--- src/rtl/bus_host_seq.sv ---
`default_nettype none
// ============================================================================
// Module   : bus_host_seq
// Purpose  : Ibex-style bus initiator (req/gnt/rvalid). Commands are queued
//            in a FIFO, issued in order under a credit limit, and responses
//            are returned in order through a backpressured response FIFO.
// Options  : BUS_HOST_SEQ_STATS_EN builds the transaction/stall counters;
//            without it n_txn_o and n_stall_o are tied to zero.
// Revision : 1.0 - initial release
// ============================================================================
module bus_host_seq #(
  parameter int CmdDepth       = 4,
  parameter int MaxOutstanding = 2,
  parameter int AddrWidth      = 32
) (
  input  logic                 clk_i,
  input  logic                 rst_i,
  input  logic                 cmd_valid_i,
  output logic                 cmd_ready_o,
  input  logic                 cmd_we_i,
  input  logic [3:0]           cmd_be_i,
  input  logic [AddrWidth-1:0] cmd_addr_i,
  input  logic [31:0]          cmd_wdata_i,
  output logic                 req_o,
  input  logic                 gnt_i,
  output logic                 we_o,
  output logic [3:0]           be_o,
  output logic [AddrWidth-1:0] addr_o,
  output logic [31:0]          wdata_o,
  input  logic                 rvalid_i,
  input  logic [31:0]          rdata_i,
  input  logic                 err_i,
  output logic                 rsp_valid_o,
  input  logic                 rsp_ready_i,
  output logic                 rsp_we_o,
  output logic [31:0]          rsp_rdata_o,
  output logic                 rsp_err_o,
  output logic                 idle_o,
  output logic                 proto_err_o,
  output logic [31:0]          n_txn_o,
  output logic [31:0]          n_stall_o
);

  localparam int c_cmd_pw = $clog2(CmdDepth);
  localparam int c_cmd_cw = $clog2(CmdDepth + 1);
  localparam int c_out_pw = (MaxOutstanding > 1) ? $clog2(MaxOutstanding) : 1;
  localparam int c_out_cw = $clog2(MaxOutstanding + 1);
  localparam int c_cmd_ew = 1 + 4 + AddrWidth + 32;
  localparam int c_rsp_ew = 1 + 32 + 1;

  localparam logic [c_cmd_cw-1:0] c_cmd_full = c_cmd_cw'(CmdDepth);
  localparam logic [c_out_pw-1:0] c_out_last = c_out_pw'(MaxOutstanding - 1);
  localparam logic [c_out_cw:0]   c_out_max  = (c_out_cw + 1)'(MaxOutstanding);

  // Command FIFO storage and control
  logic [c_cmd_ew-1:0] r_cmd_mem [CmdDepth];
  logic [c_cmd_pw-1:0] r_cmd_wptr;
  logic [c_cmd_pw-1:0] r_cmd_rptr;
  logic [c_cmd_cw-1:0] r_cmd_count;
  logic                w_cmd_push;
  logic                w_cmd_pop;
  logic                w_cmd_nonempty;
  logic [c_cmd_ew-1:0] w_cmd_head;

  // In-order tag queue (write flag of each granted request)
  logic                r_tag_mem [MaxOutstanding];
  logic [c_out_pw-1:0] r_tag_wptr;
  logic [c_out_pw-1:0] r_tag_rptr;
  logic [c_out_cw-1:0] r_outstanding;

  // Response FIFO storage and control
  logic [c_rsp_ew-1:0] r_rsp_mem [MaxOutstanding];
  logic [c_out_pw-1:0] r_rsp_wptr;
  logic [c_out_pw-1:0] r_rsp_rptr;
  logic [c_out_cw-1:0] r_rsp_count;
  logic                w_rsp_push;
  logic                w_rsp_pop;
  logic                w_tag_we;
  logic [c_rsp_ew-1:0] w_rsp_head;

  logic [c_out_cw:0]   w_in_use;
  logic                r_proto_err;

  // Ready comes from the registered count, so a full FIFO never takes a push
  // even if the head is being granted in the same cycle.
  assign cmd_ready_o    = (r_cmd_count != c_cmd_full);
  assign w_cmd_push     = cmd_valid_i & cmd_ready_o;
  assign w_cmd_nonempty = (r_cmd_count != '0);
  assign w_cmd_head     = w_cmd_nonempty ? r_cmd_mem[r_cmd_rptr] : '0;
  assign {we_o, be_o, addr_o, wdata_o} = w_cmd_head;

  // Credits count both in-flight requests and buffered responses, which is
  // what keeps the response FIFO from ever overflowing.
  assign w_in_use  = {1'b0, r_outstanding} + {1'b0, r_rsp_count};
  assign req_o     = w_cmd_nonempty & (w_in_use < c_out_max);
  assign w_cmd_pop = req_o & gnt_i;

  assign w_tag_we   = r_tag_mem[r_tag_rptr];
  assign w_rsp_push = rvalid_i & (r_outstanding != '0);
  assign w_rsp_pop  = rsp_valid_o & rsp_ready_i;

  assign w_rsp_head  = r_rsp_mem[r_rsp_rptr];
  assign rsp_valid_o = (r_rsp_count != '0);
  assign rsp_we_o    = rsp_valid_o & w_rsp_head[c_rsp_ew-1];
  assign rsp_rdata_o = rsp_valid_o ? w_rsp_head[32:1] : 32'd0;
  assign rsp_err_o   = rsp_valid_o & w_rsp_head[0];

  assign idle_o      = ~w_cmd_nonempty & ~rsp_valid_o & (r_outstanding == '0);
  assign proto_err_o = r_proto_err;

  // Storage arrays are write-only by data path; control decides validity
  always_ff @(posedge clk_i) begin
    if (w_cmd_push) r_cmd_mem[r_cmd_wptr] <= {cmd_we_i, cmd_be_i, cmd_addr_i, cmd_wdata_i};
    if (w_cmd_pop)  r_tag_mem[r_tag_wptr] <= we_o;
    if (w_rsp_push) r_rsp_mem[r_rsp_wptr] <= {w_tag_we, (w_tag_we ? 32'd0 : rdata_i), err_i};
  end

  // Command FIFO pointers and occupancy
  always_ff @(posedge clk_i or posedge rst_i) begin
    if (rst_i) begin
      r_cmd_wptr  <= '0;
      r_cmd_rptr  <= '0;
      r_cmd_count <= '0;
    end else begin
      if (w_cmd_push) r_cmd_wptr <= r_cmd_wptr + 1'b1;
      if (w_cmd_pop)  r_cmd_rptr <= r_cmd_rptr + 1'b1;
      case ({w_cmd_push, w_cmd_pop})
        2'b10:   r_cmd_count <= r_cmd_count + 1'b1;
        2'b01:   r_cmd_count <= r_cmd_count - 1'b1;
        default: r_cmd_count <= r_cmd_count;
      endcase
    end
  end

  // Tag queue pointers and outstanding count; grant and rvalid together net zero
  always_ff @(posedge clk_i or posedge rst_i) begin
    if (rst_i) begin
      r_tag_wptr    <= '0;
      r_tag_rptr    <= '0;
      r_outstanding <= '0;
    end else begin
      if (w_cmd_pop)  r_tag_wptr <= (r_tag_wptr == c_out_last) ? '0 : r_tag_wptr + 1'b1;
      if (w_rsp_push) r_tag_rptr <= (r_tag_rptr == c_out_last) ? '0 : r_tag_rptr + 1'b1;
      case ({w_cmd_pop, w_rsp_push})
        2'b10:   r_outstanding <= r_outstanding + 1'b1;
        2'b01:   r_outstanding <= r_outstanding - 1'b1;
        default: r_outstanding <= r_outstanding;
      endcase
    end
  end

  // Response FIFO pointers/occupancy and the sticky protocol error flag
  always_ff @(posedge clk_i or posedge rst_i) begin
    if (rst_i) begin
      r_rsp_wptr  <= '0;
      r_rsp_rptr  <= '0;
      r_rsp_count <= '0;
      r_proto_err <= 1'b0;
    end else begin
      if (w_rsp_push) r_rsp_wptr <= (r_rsp_wptr == c_out_last) ? '0 : r_rsp_wptr + 1'b1;
      if (w_rsp_pop)  r_rsp_rptr <= (r_rsp_rptr == c_out_last) ? '0 : r_rsp_rptr + 1'b1;
      case ({w_rsp_push, w_rsp_pop})
        2'b10:   r_rsp_count <= r_rsp_count + 1'b1;
        2'b01:   r_rsp_count <= r_rsp_count - 1'b1;
        default: r_rsp_count <= r_rsp_count;
      endcase
      if (rvalid_i && (r_outstanding == '0)) r_proto_err <= 1'b1;
    end
  end

`ifdef BUS_HOST_SEQ_STATS_EN
  logic [31:0] r_n_txn;
  logic [31:0] r_n_stall;

  // Saturating transaction and stall counters
  always_ff @(posedge clk_i or posedge rst_i) begin
    if (rst_i) begin
      r_n_txn   <= '0;
      r_n_stall <= '0;
    end else begin
      if (w_rsp_push && (r_n_txn != 32'hFFFF_FFFF))          r_n_txn   <= r_n_txn + 32'd1;
      if (req_o && !gnt_i && (r_n_stall != 32'hFFFF_FFFF))   r_n_stall <= r_n_stall + 32'd1;
    end
  end

  assign n_txn_o   = r_n_txn;
  assign n_stall_o = r_n_stall;
`else
  assign n_txn_o   = 32'd0;
  assign n_stall_o = 32'd0;
`endif

endmodule
`default_nettype wire
--- config.mk ---
export PLATFORM = sky130hd
export DESIGN_NAME = bus_host_seq
export DESIGN_NICKNAME = d
export VERILOG_FILES = /design/src/rtl/bus_host_seq.sv
export SDC_FILE = /design/constraint.sdc
export NUM_CORES = 1
export LEC_CHECK = 0
export CORE_MARGIN = 2
export CORE_UTILIZATION = 45
export DETAILED_ROUTE_END_ITERATION = 8
export PLACE_DENSITY = 0.74
export SETUP_SLACK_MARGIN = 0.4
export SLEW_MARGIN = 25
export SYNTH_ARGS = -nofsm -noshare
export SYNTH_HDL_FRONTEND = slang
export SYNTH_SLANG_ARGS = --single-unit
--- constraint.sdc ---
create_clock -name clk_i -period 8.1 [get_ports clk_i]
set_clock_uncertainty 0.05 [all_clocks]
set_input_delay 1.215 -clock clk_i [delete_from_list [all_inputs] [get_ports clk_i]]
set_output_delay 1.215 -clock clk_i [all_outputs]
set_load 0.005 [all_outputs]
======== Word-level counts from Yosys, hierarchy flattened ========
Memories as Yosys holds them, arrays and structs flattened.
Cells that the tools add are included.
storage, ports and cells
  input port bits ......................... 108
  memory bits (writable) .................. 346
  memories kept ........................... 3
  logic and storage cells ................. 69
  output and inout port bits .............. 172
  bits in registers ....................... 16
cells by class
  bitwise logic cells ..................... 11
  equality and inequality tests ........... 7
  mux-type cells .......................... 16
  order comparisons ....................... 1
  $add $sub $neg .......................... 13
  reductions and logical operators ........ 8
memory list
  name       words  width  read ports  clocked after Yosys merged registers in  wr ports  line  text
  r_cmd_mem  4      69     1           0                                        1         56    logic [c_cmd_ew-1:0] r_cmd_mem [CmdDepth];
  r_rsp_mem  2      34     1           0                                        1         72    logic [c_rsp_ew-1:0] r_rsp_mem [MaxOutstanding];
  r_tag_mem  2      1      1           0                                        1         66    logic r_tag_mem [MaxOutstanding];
operator list
  operator               number
  $mux W69               1
  $mux W32               2
  $mux W1                10
  $reduce_bool A2 Y1     5
  $and A1 B1 Y1          9
  $add A2 B1 Y2 const B  4
  $pmux W2 S2            2
  $eq A2 B1 Y1 const B   3
  $eq A2 B2 Y1 const B   3
  $pmux W3 S2            1
  $add A1 B1 Y1 const B  4
  $sub A2 B1 Y2 const B  2
  $add A2 B2 Y3          1
  $add A3 B1 Y3 const B  1
  $lt A3 B2 Y1 const B   1
  $ne A3 B3 Y1 const B   1
  $reduce_bool A3 Y1     1
  $sub A3 B1 Y3 const B  1
  $logic_not A2 Y1       1
  $not A1 Y1             2
  $logic_and A1 B1 Y1    1

======== Longest topological paths before layout ========
Gate-level depths: netlist of the first run.
  depth in word-level cells ............... 6
  gate-level depth with buffers ........... 11
  depth with buffers taken out ............ 11

======== Least setup slack after synthesis of the first run ========
Ideal clock, no wire load.
  path kind ............................... in2reg
  from .................................... input port cmd_valid_i
  to ...................................... memory r_cmd_mem[0][0] in the netlist's numbering, enable pin
  data required time ...................... 7615 ps
  setup time .............................. 435 ps
  setup slack ............................. 4743 ps
  path buffers ............................ 0
  arrival time ............................ 2872 ps
  stages on the path ...................... 1
  path through ............................ and3_1
on the way
  word-level cells in the longest chain between the ends .. 3
RTL lines
  item                           line  text
  from (decl)                    18    input logic cmd_valid_i,
  $and A1 B1 Y1                  87    assign w_cmd_push = cmd_valid_i & cmd_ready_o;
  $mux W1                        113   if (w_cmd_push) r_cmd_mem[r_cmd_wptr] <= {cmd_we_i, cmd_be_i, cmd_addr_i, cmd_wdata_i};
  $mux W1 (implied by the code)  113
  to (decl)                      56
Every way passes these cells.

======== Final worst setup path of the first run ========
  from .................................... register r_cmd_rptr[0]
  to ...................................... output port wdata_o[29]
on the way
  word-level cells in the longest chain between the ends .. 2
RTL lines
  item                    line  text
  from (decl)             58    logic [c_cmd_pw-1:0] r_cmd_rptr;
  from (signal assigned)  126   if (w_cmd_pop) r_cmd_rptr <= r_cmd_rptr + 1'b1;
  $mem_v2 Z4 W69          --
  $mux W69                89    assign w_cmd_head = w_cmd_nonempty ? r_cmd_mem[r_cmd_rptr] : '0;
  to (decl)               29    output logic [31:0] wdata_o,
Every way passes these cells.

==> impl_results.md, run 1 <==
- Pin count of the biggest net entering global routing: 71
- LEAKAGE: between 6 and 7 nW
- Worst setup path start: r_cmd_rptr[0]
- Post-Route Setup TNS: 0 ns
- Vias in the first global route: 7604
- RSZ-0062 raised after global routing: false
- Crit end category: output pin
- # fillers: 2477
- Final Setup Violations: 0
- Worst Setup Slack, final: between 3 and 4 ns
- GRT overflow: 0
- Dpl cells: 1394
- Syn-to-layout area delta: 24.1%
- Final period util: 55.5%
- Final count of hold timing violations: 0
- Fin. max-slew vios: 0
- Hold path cells: 1
- Syn Std Cell Area: 0.0147 sq mm
- Post-synth top area cell: edfxtp_1
- Status: finished clean
- Final HPWL DP: 16.8 mm
- First-pass GRT wire length: 42.6 mm
- Number of synthesized flops with an enable pin: 346
- Ports: 280
- Max stage delay cell, worst path: dfrtp_4
- Clock sinks: 362
- R2r endpoint: r_cmd_count[2]
- # hold bufs at CTS: 0
- Total power draw: 6.83 mW
- Die Wd: 185 microns
- Max frequency: approximately 220 MHz
- Worst vdd ir: 198 uV
- DR iter-0 viols: around 390
- Final design utilization: 56.3%
- Final ANT Viol Nets: 0
- Initial antenna violation count: 4
- Pre-CTS worst setup slack: 3.83 ns
- Most common cell in the synthesized netlist: edfxtp_1
- Worst-Skew Late Latency: 0.51 ns
- Critical path peak fanout: 31
- CTS tree: done
- Relative slew margins: 43.1%
- Critical Path Sink: wdata_o[29]
- Yosys cell types: 29
- Buf/Inv on CP: 3
- Post-CTS Setup Repair Bufs: 0
- RR Startpoint: r_cmd_count[0]
- Critical Path, Cell by Cell: buf_16 > buf_4 > mux4_2 > and2_1 > clkdlybuf4s50_1
- CTS Buffer Depth: 3
- Slew @ Worst Pin: 0.851 ns
- Cts repair resizes: 0
- Chip height: 185 microns
- Post-route DRC: 0
- Top-area cell type share of the netlist area: 70.8%
- Gr usage total: 16.5%
- Worst Reg-to-Reg Cells: 10
- # port buffers: 215
- Crit path max-delay family: buffers and inverters
- Top_reg_cell synth: edfxtp_1
- Cts bufs inserted: 39
- Wirelength, routed: approximately 28 mm
- Worst EP required: 6.84 ns
- Syn Inst Count: 765
- Syn avg cell area: 19.2 sq um
- CP Class: reg -> out
- Non-Filler Instances: around 1500
- Avg WL per Cell: 19.3 microns
- WP depth: 5
- Area contributors post-synth: edfxtp_1 71%, mux4_2 10%, and2_1 4.4%, buf_4 3.3%, dfrtp_1 2.7%
- Max cap viols: 0
- H-tree Lvls: 2
- CTS root buf: clkbuf_16
- RD Place Congestion: 0.703
- Layout Nets: 1112
- Sequential area share after synthesis: 73.5%
- Crit path DAT: 3.23 ns
- Site Rows: between 60 and 70
- Area of the core: 0.0324 sq mm
- CP peak stage delay: 0.65 ns
- Hold crit path type: reg -> reg
- DR vias/cell: 4.93
- Vias post-DR: 7221
- Synth warn: 0
- Share of layout cells above drive strength 1: approximately 14%
- Initial Util: 45.4%
- Die area: between 0.03 and 0.04 sq mm
- Synth Register Bits: roughly 360
- Post-layout minimum cycle time: 4.50 ns
- R2R Setup Slk: roughly 5.1 ns
- Critical Path Start Type: flip-flop
- Pwr dens: 375 mW/mm^2
- Ys async rst share: around 4.4%
- Most frequent cells after synthesis: 346 x edfxtp_1, 104 x and2_1, 68 x mux4_2
- Reg clk slew, reported paths: 0.06 ns
- Pre-antenna DRT Iters: 4
[routing by layer]
layer	vias to the layer above	global-route usage (%)	routed length, microns
met4	2	4.86	541
met5	-	0	12
met3	44	6.74	3070
li1	3250	-	-
met1	3633	19.8	11100
met2	292	27.6	13500
[worst min-delay path by stage]
stage                start           to  slack (ns)
6_report       proto_err_o  proto_err_o        0.41
2_1_floorplan  proto_err_o  proto_err_o        0.40
5_1_grt        proto_err_o  proto_err_o        0.42
3_3_place_gp   proto_err_o  proto_err_o        0.40
3_5_place_dp   proto_err_o  proto_err_o        0.40
4_1_cts        proto_err_o  proto_err_o        0.41
[stage by stage]
step / instance area, sq um / hold slack (ns)
2_1_floorplan: 14900 / 0.401
3_3_place_gp: 17000 / 0.398
3_5_place_dp: 17000 / 0.400
4_1_cts: 18200 / 0.410
5_1_grt: 18200 / 0.425
6_report: 18200 / 0.409
[cells by family (layout without fill, tap and decap cells)]
kind of cell / after synthesis / in the layout / synth area share (%)
flops: 362 / 362 / 73.5
simple gates: 160 / 160 / 6.09
buf+inv: 109 / 302 / 5.36
mux: 106 / 106 / 13.1
xor+xnor: 16 / 16 / 0.954
fa+ha+maj: 9 / 9 / 0.869
compound gates: 2 / 2 / 0.0852
other cells: 1 / 66 / 0.0255
[where the power goes]
| part | switching [mW] | total, mW | internal, mW |
|---|---|---|---|
| logic | 1.02 | 2.42 | 1.40 |
| registers | 0.226 | 2.78 | 2.55 |
| clock network | 0.678 | 1.63 | 0.956 |
| total | 1.92 | 6.83 | 4.91 |
[layout make-up]
| class | instances | area, sq um | share of cell area (%) |
|---|---|---|---|
| inverters | 10 | 37.5 | 0.206 |
| repair buffers | 225 | 2260 | 12.4 |
| well taps | 442 | 553 | 3.03 |
| multi-input cells | 357 | 3390 | 18.6 |
| flip-flops and latches | 362 | 10800 | 59.3 |
| diodes | 2 | 5.00 | 0.0275 |
| clock inverters | 17 | 121 | 0.666 |
| clock buffers | 50 | 1060 | 5.81 |
[cell usage in the layout (no fill, tap or decap), types with 2 or more instances in the layout]
cell               n
mux2i_1           35
clkbuf_1           9
mux4_2            68
and2_1           104
nand2_1            2
clkbuf_16         41
nor3_1             2
xor2_1             6
nor2_1            39
conb_1            64
dfrtp_4            3
ha_1               7
inv_1             10
edfxtp_1         346
xnor2_1           10
clkdlybuf4s50_1  215
clkinv_1          10
dfrtp_1           13
and3_1             2
buf_4              7
diode_2            2
and3_4             4
clkinv_2           2
fa_1               2
clkinvlp_4         2
[registers in the layout, indices dropped and copies added (netlist names)]
| register | cells |
|---|---|
| r_cmd_mem | 276 |
| r_rsp_mem | 68 |
| r_cmd_count | 3 |
| r_cmd_rptr | 2 |
| r_cmd_wptr | 2 |
| r_outstanding | 2 |
| r_rsp_count | 2 |
| r_tag_mem | 2 |
| proto_err_o | 1 |
| r_rsp_rptr | 1 |
| r_rsp_wptr | 1 |
| r_tag_rptr | 1 |
| r_tag_wptr | 1 |
Power figures use the tool's default switching activity.
==> run 2: changes to the inputs <==
Clock period 8.1 ns to 4.6 ns, I/O delays scaled along.
==> run 2 against run 1 <==
  * Global-route usage is essentially flat
  * Via count is essentially flat
  * Design area grew 0.51%
  * Critical path depth shrank 1
  * Routed wire length grew 0.77%
  * First-iteration DRC count grew 16%
  * Setup slack lost 2.6 ns
  * Register-to-register slack lost 3.4 ns
  * Cell count grew 0.61%
  * Clock power grew 87%
  * Core utilization grew 0.29 points
  * Critical endpoint is now wdata_o[15]
  * Largest power group unchanged
  * Highest routed layer unchanged
==> impl_results.md, run 2 (synthesis gave the netlist of run 1 again) <==
- Worst vdd ir: 424 uV (+110%)
- Largest register by flop count: r_cmd_mem
- Die Wd: 185 microns (unchanged)
- Relative slew margins: 29.6% (-13 points)
- Pwr dens: 667 mW/mm^2 (+78%)
- Initial antenna violation count: 2 (-2)
- Most frequent cells in the layout: 346 x edfxtp_1, 215 x clkdlybuf4s50_1, 104 x and2_1, 68 x mux4_2, 64 x conb_1
- Area of the core: 0.0324 sq mm (unchanged)
- Final ANT Viol Nets: 0 (unchanged)
- Die area: 0.0341 sq mm (unchanged)
- R2r endpoint: r_cmd_count[2]
- # port buffers: 215 (unchanged)
- Layout Nets: 1120 (+0.72%)
- # hold bufs at CTS: 0 (unchanged)
- Max stage delay cell, worst path: dfrtp_4
- Hold crit path type: reg -> reg
- Cell area after layout: 0.0183 sq mm (+0.51%)
- Chip height: 185 microns (unchanged)
- Initial Util: 45.4% (unchanged)
- Area of the multi-input gates: 0.00338 sq mm (-0.15%)
- GRT overflow: 0 (unchanged)
- Avg WL per Cell: 19.3 microns (+0.16%)
- CTS root buf: clkbuf_16
- RR Startpoint: r_cmd_count[0]
- WP depth: 4 (-1)
- Slew @ Worst Pin: 1.06 ns (+0.204 ns)
- CTS tree: done
- Total power draw: 12.2 mW (+79%)
- LEAKAGE: 6.33 nW (+1.1%)
- Pin count of the biggest net entering global routing: 64 (-9.9%)
- Clock sinks: 362 (unchanged)
- Cts bufs inserted: 40 (+2.6%)
- Worst-Skew Late Latency: 0.53 ns (+0.02 ns)
- Worst Setup Slack, final: 0.980 ns (-2.62 ns)
- Status: finished clean
- Crit path DAT: 2.88 ns (-0.35 ns)
- Final design utilization: 56.6% (+0.29 points)
- CP peak stage delay: 0.70 ns (+0.05 ns)
- Critical Path Start Type: flip-flop
- Final period util: between 70% and 80%
- RD Place Congestion: 0.686 (-2.5%)
- Total placed instance area: 0.0171 sq mm (+0.35%)
- R2R Setup Slk: 1.69 ns (-3.40 ns)
- DR vias/cell: 4.90 (-0.64%)
- Critical Path Sink: wdata_o[15]
- H-tree Lvls: 2 (unchanged)
- Worst setup path start: r_cmd_rptr[0]
- Post-CTS Setup Repair Bufs: 0 (unchanged)
- First-pass GRT wire length: 42.6 mm (about the same)
- Post-layout minimum cycle time: 3.62 ns
- Dpl cells: 1403 (+0.65%)
- Reg clk slew, reported paths: 0.06 ns (about the same)
- Ports: 280 (unchanged)
- Share of layout cells above drive strength 1: 14.6% (+1.0 points)
- Max reg flops: 276 (unchanged)
- Seq. cell area: 0.0108 sq mm (about the same)
- Worst Reg-to-Reg Cells: 10 (unchanged)
- Vias post-DR: 7219 (-0.028%)
- Crit end category: output pin
- Critical Path, Cell by Cell: buf_4 > mux4_2 > and2_1 > clkdlybuf4s50_1
- Post-route DRC: 0 (unchanged)
- WHS: 0.405 ns (-0.00365 ns)
- CP Class: reg -> out
- Gr usage total: 16.5% (about the same)
- Final Setup Violations: 0 (unchanged)
- Critical path peak fanout: 22 (-29%)
- Pre-antenna DRT Iters: 6 (+2)
- Site Rows: 66 (unchanged)
- Pre-CTS worst setup slack: 1.43 ns (-2.40 ns)
- Crit path max-delay family: buffers and inverters
- Max cap viols: 0 (unchanged)
- Commonest non-fill, non-tap cell in the layout: edfxtp_1
- Final HPWL DP: 17.3 mm (+3.3%)
- Post-Route Setup TNS: 0 ns (unchanged)
- DR iter-0 viols: 453 (+16%)
- Biggest regs: r_cmd_mem: 276 flops, r_rsp_mem: 68 flops, r_cmd_count: 3 flops
- Worst EP required: 3.86 ns (-2.98 ns)
- RSZ-0062 raised after global routing: false
- Max frequency: 276 MHz
- Fin. max-slew vios: 0 (unchanged)
- # fillers: 2444 (-1.3%)
- Syn-to-layout area delta: 24.8%
- Buf/Inv on CP: 2 (-1)
- Non-Filler Instances: 1474 (+0.61%)
- Vias in the first global route: 7477 (-1.7%)
- CTS Buffer Depth: 3 (unchanged)
- Cts repair resizes: 0 (unchanged)
- Final count of hold timing violations: 0 (unchanged)
- Wirelength, routed: 28.4 mm (+0.77%)
==> run 2: cell types whose count changed in the layout (fill, tap and decap cells not counted), moves of 2 or more <==
cell and change:
buf_4 +10, clkbuf_1 -3, clkinv_2 +3, bufinv_16 +2
==> run 2: worst reg2reg max path, delay by kind of cell (launching register included) <==
kind / cells / cell delay (ns)
flops: 1 / 0.41
fa+ha+maj: 2 / 0.56
xor+xnor: 2 / 0.30
simple gates: 3 / 0.86
buf+inv: 3 / 0.67
==> run 2: routing by layer <==
| layer | vias up | global-route usage, % | part of all wire [%] |
|---|---|---|---|
| li1 | 3276 | - | - |
| met5 | - | 0 | 0.046 |
| met1 | 3622 | 20.6 | 41 |
| met4 | 2 | 4.00 | 1.8 |
| met2 | 271 | 26.9 | 47 |
| met3 | 48 | 6.88 | 11 |
==> run 2: final cells by class <==
class / instances / share of cell area (%)
Clock buffer: 47 / 5.72
Antenna cell: 1 / 0.0137
Multi-Input combinational cell: 357 / 18.5
Inverter: 10 / 0.205
Sequential cell: 362 / 58.9
Tap cell: 442 / 3.02
Clock inverter: 23 / 1.20
Timing Repair Buffer: 232 / 12.4
==> run 2: worst min-delay path by stage <==
stage / from / endpoint / slack, ns / cells after the start
after floorplan: proto_err_o / proto_err_o / 0.40 / 1
after global placement: proto_err_o / proto_err_o / 0.40 / 1
after detailed placement: proto_err_o / proto_err_o / 0.39 / 1
after CTS: proto_err_o / proto_err_o / 0.41 / 1
after global routing: proto_err_o / proto_err_o / 0.42 / 1
final: proto_err_o / proto_err_o / 0.41 / 1
==> run 2: power by group <==
group          internal (mW)  leakage, nW  switching [mW]
clock network           1.80        0.614            1.24
registers               4.49         3.37           0.454
logic                   2.48         2.35            1.75
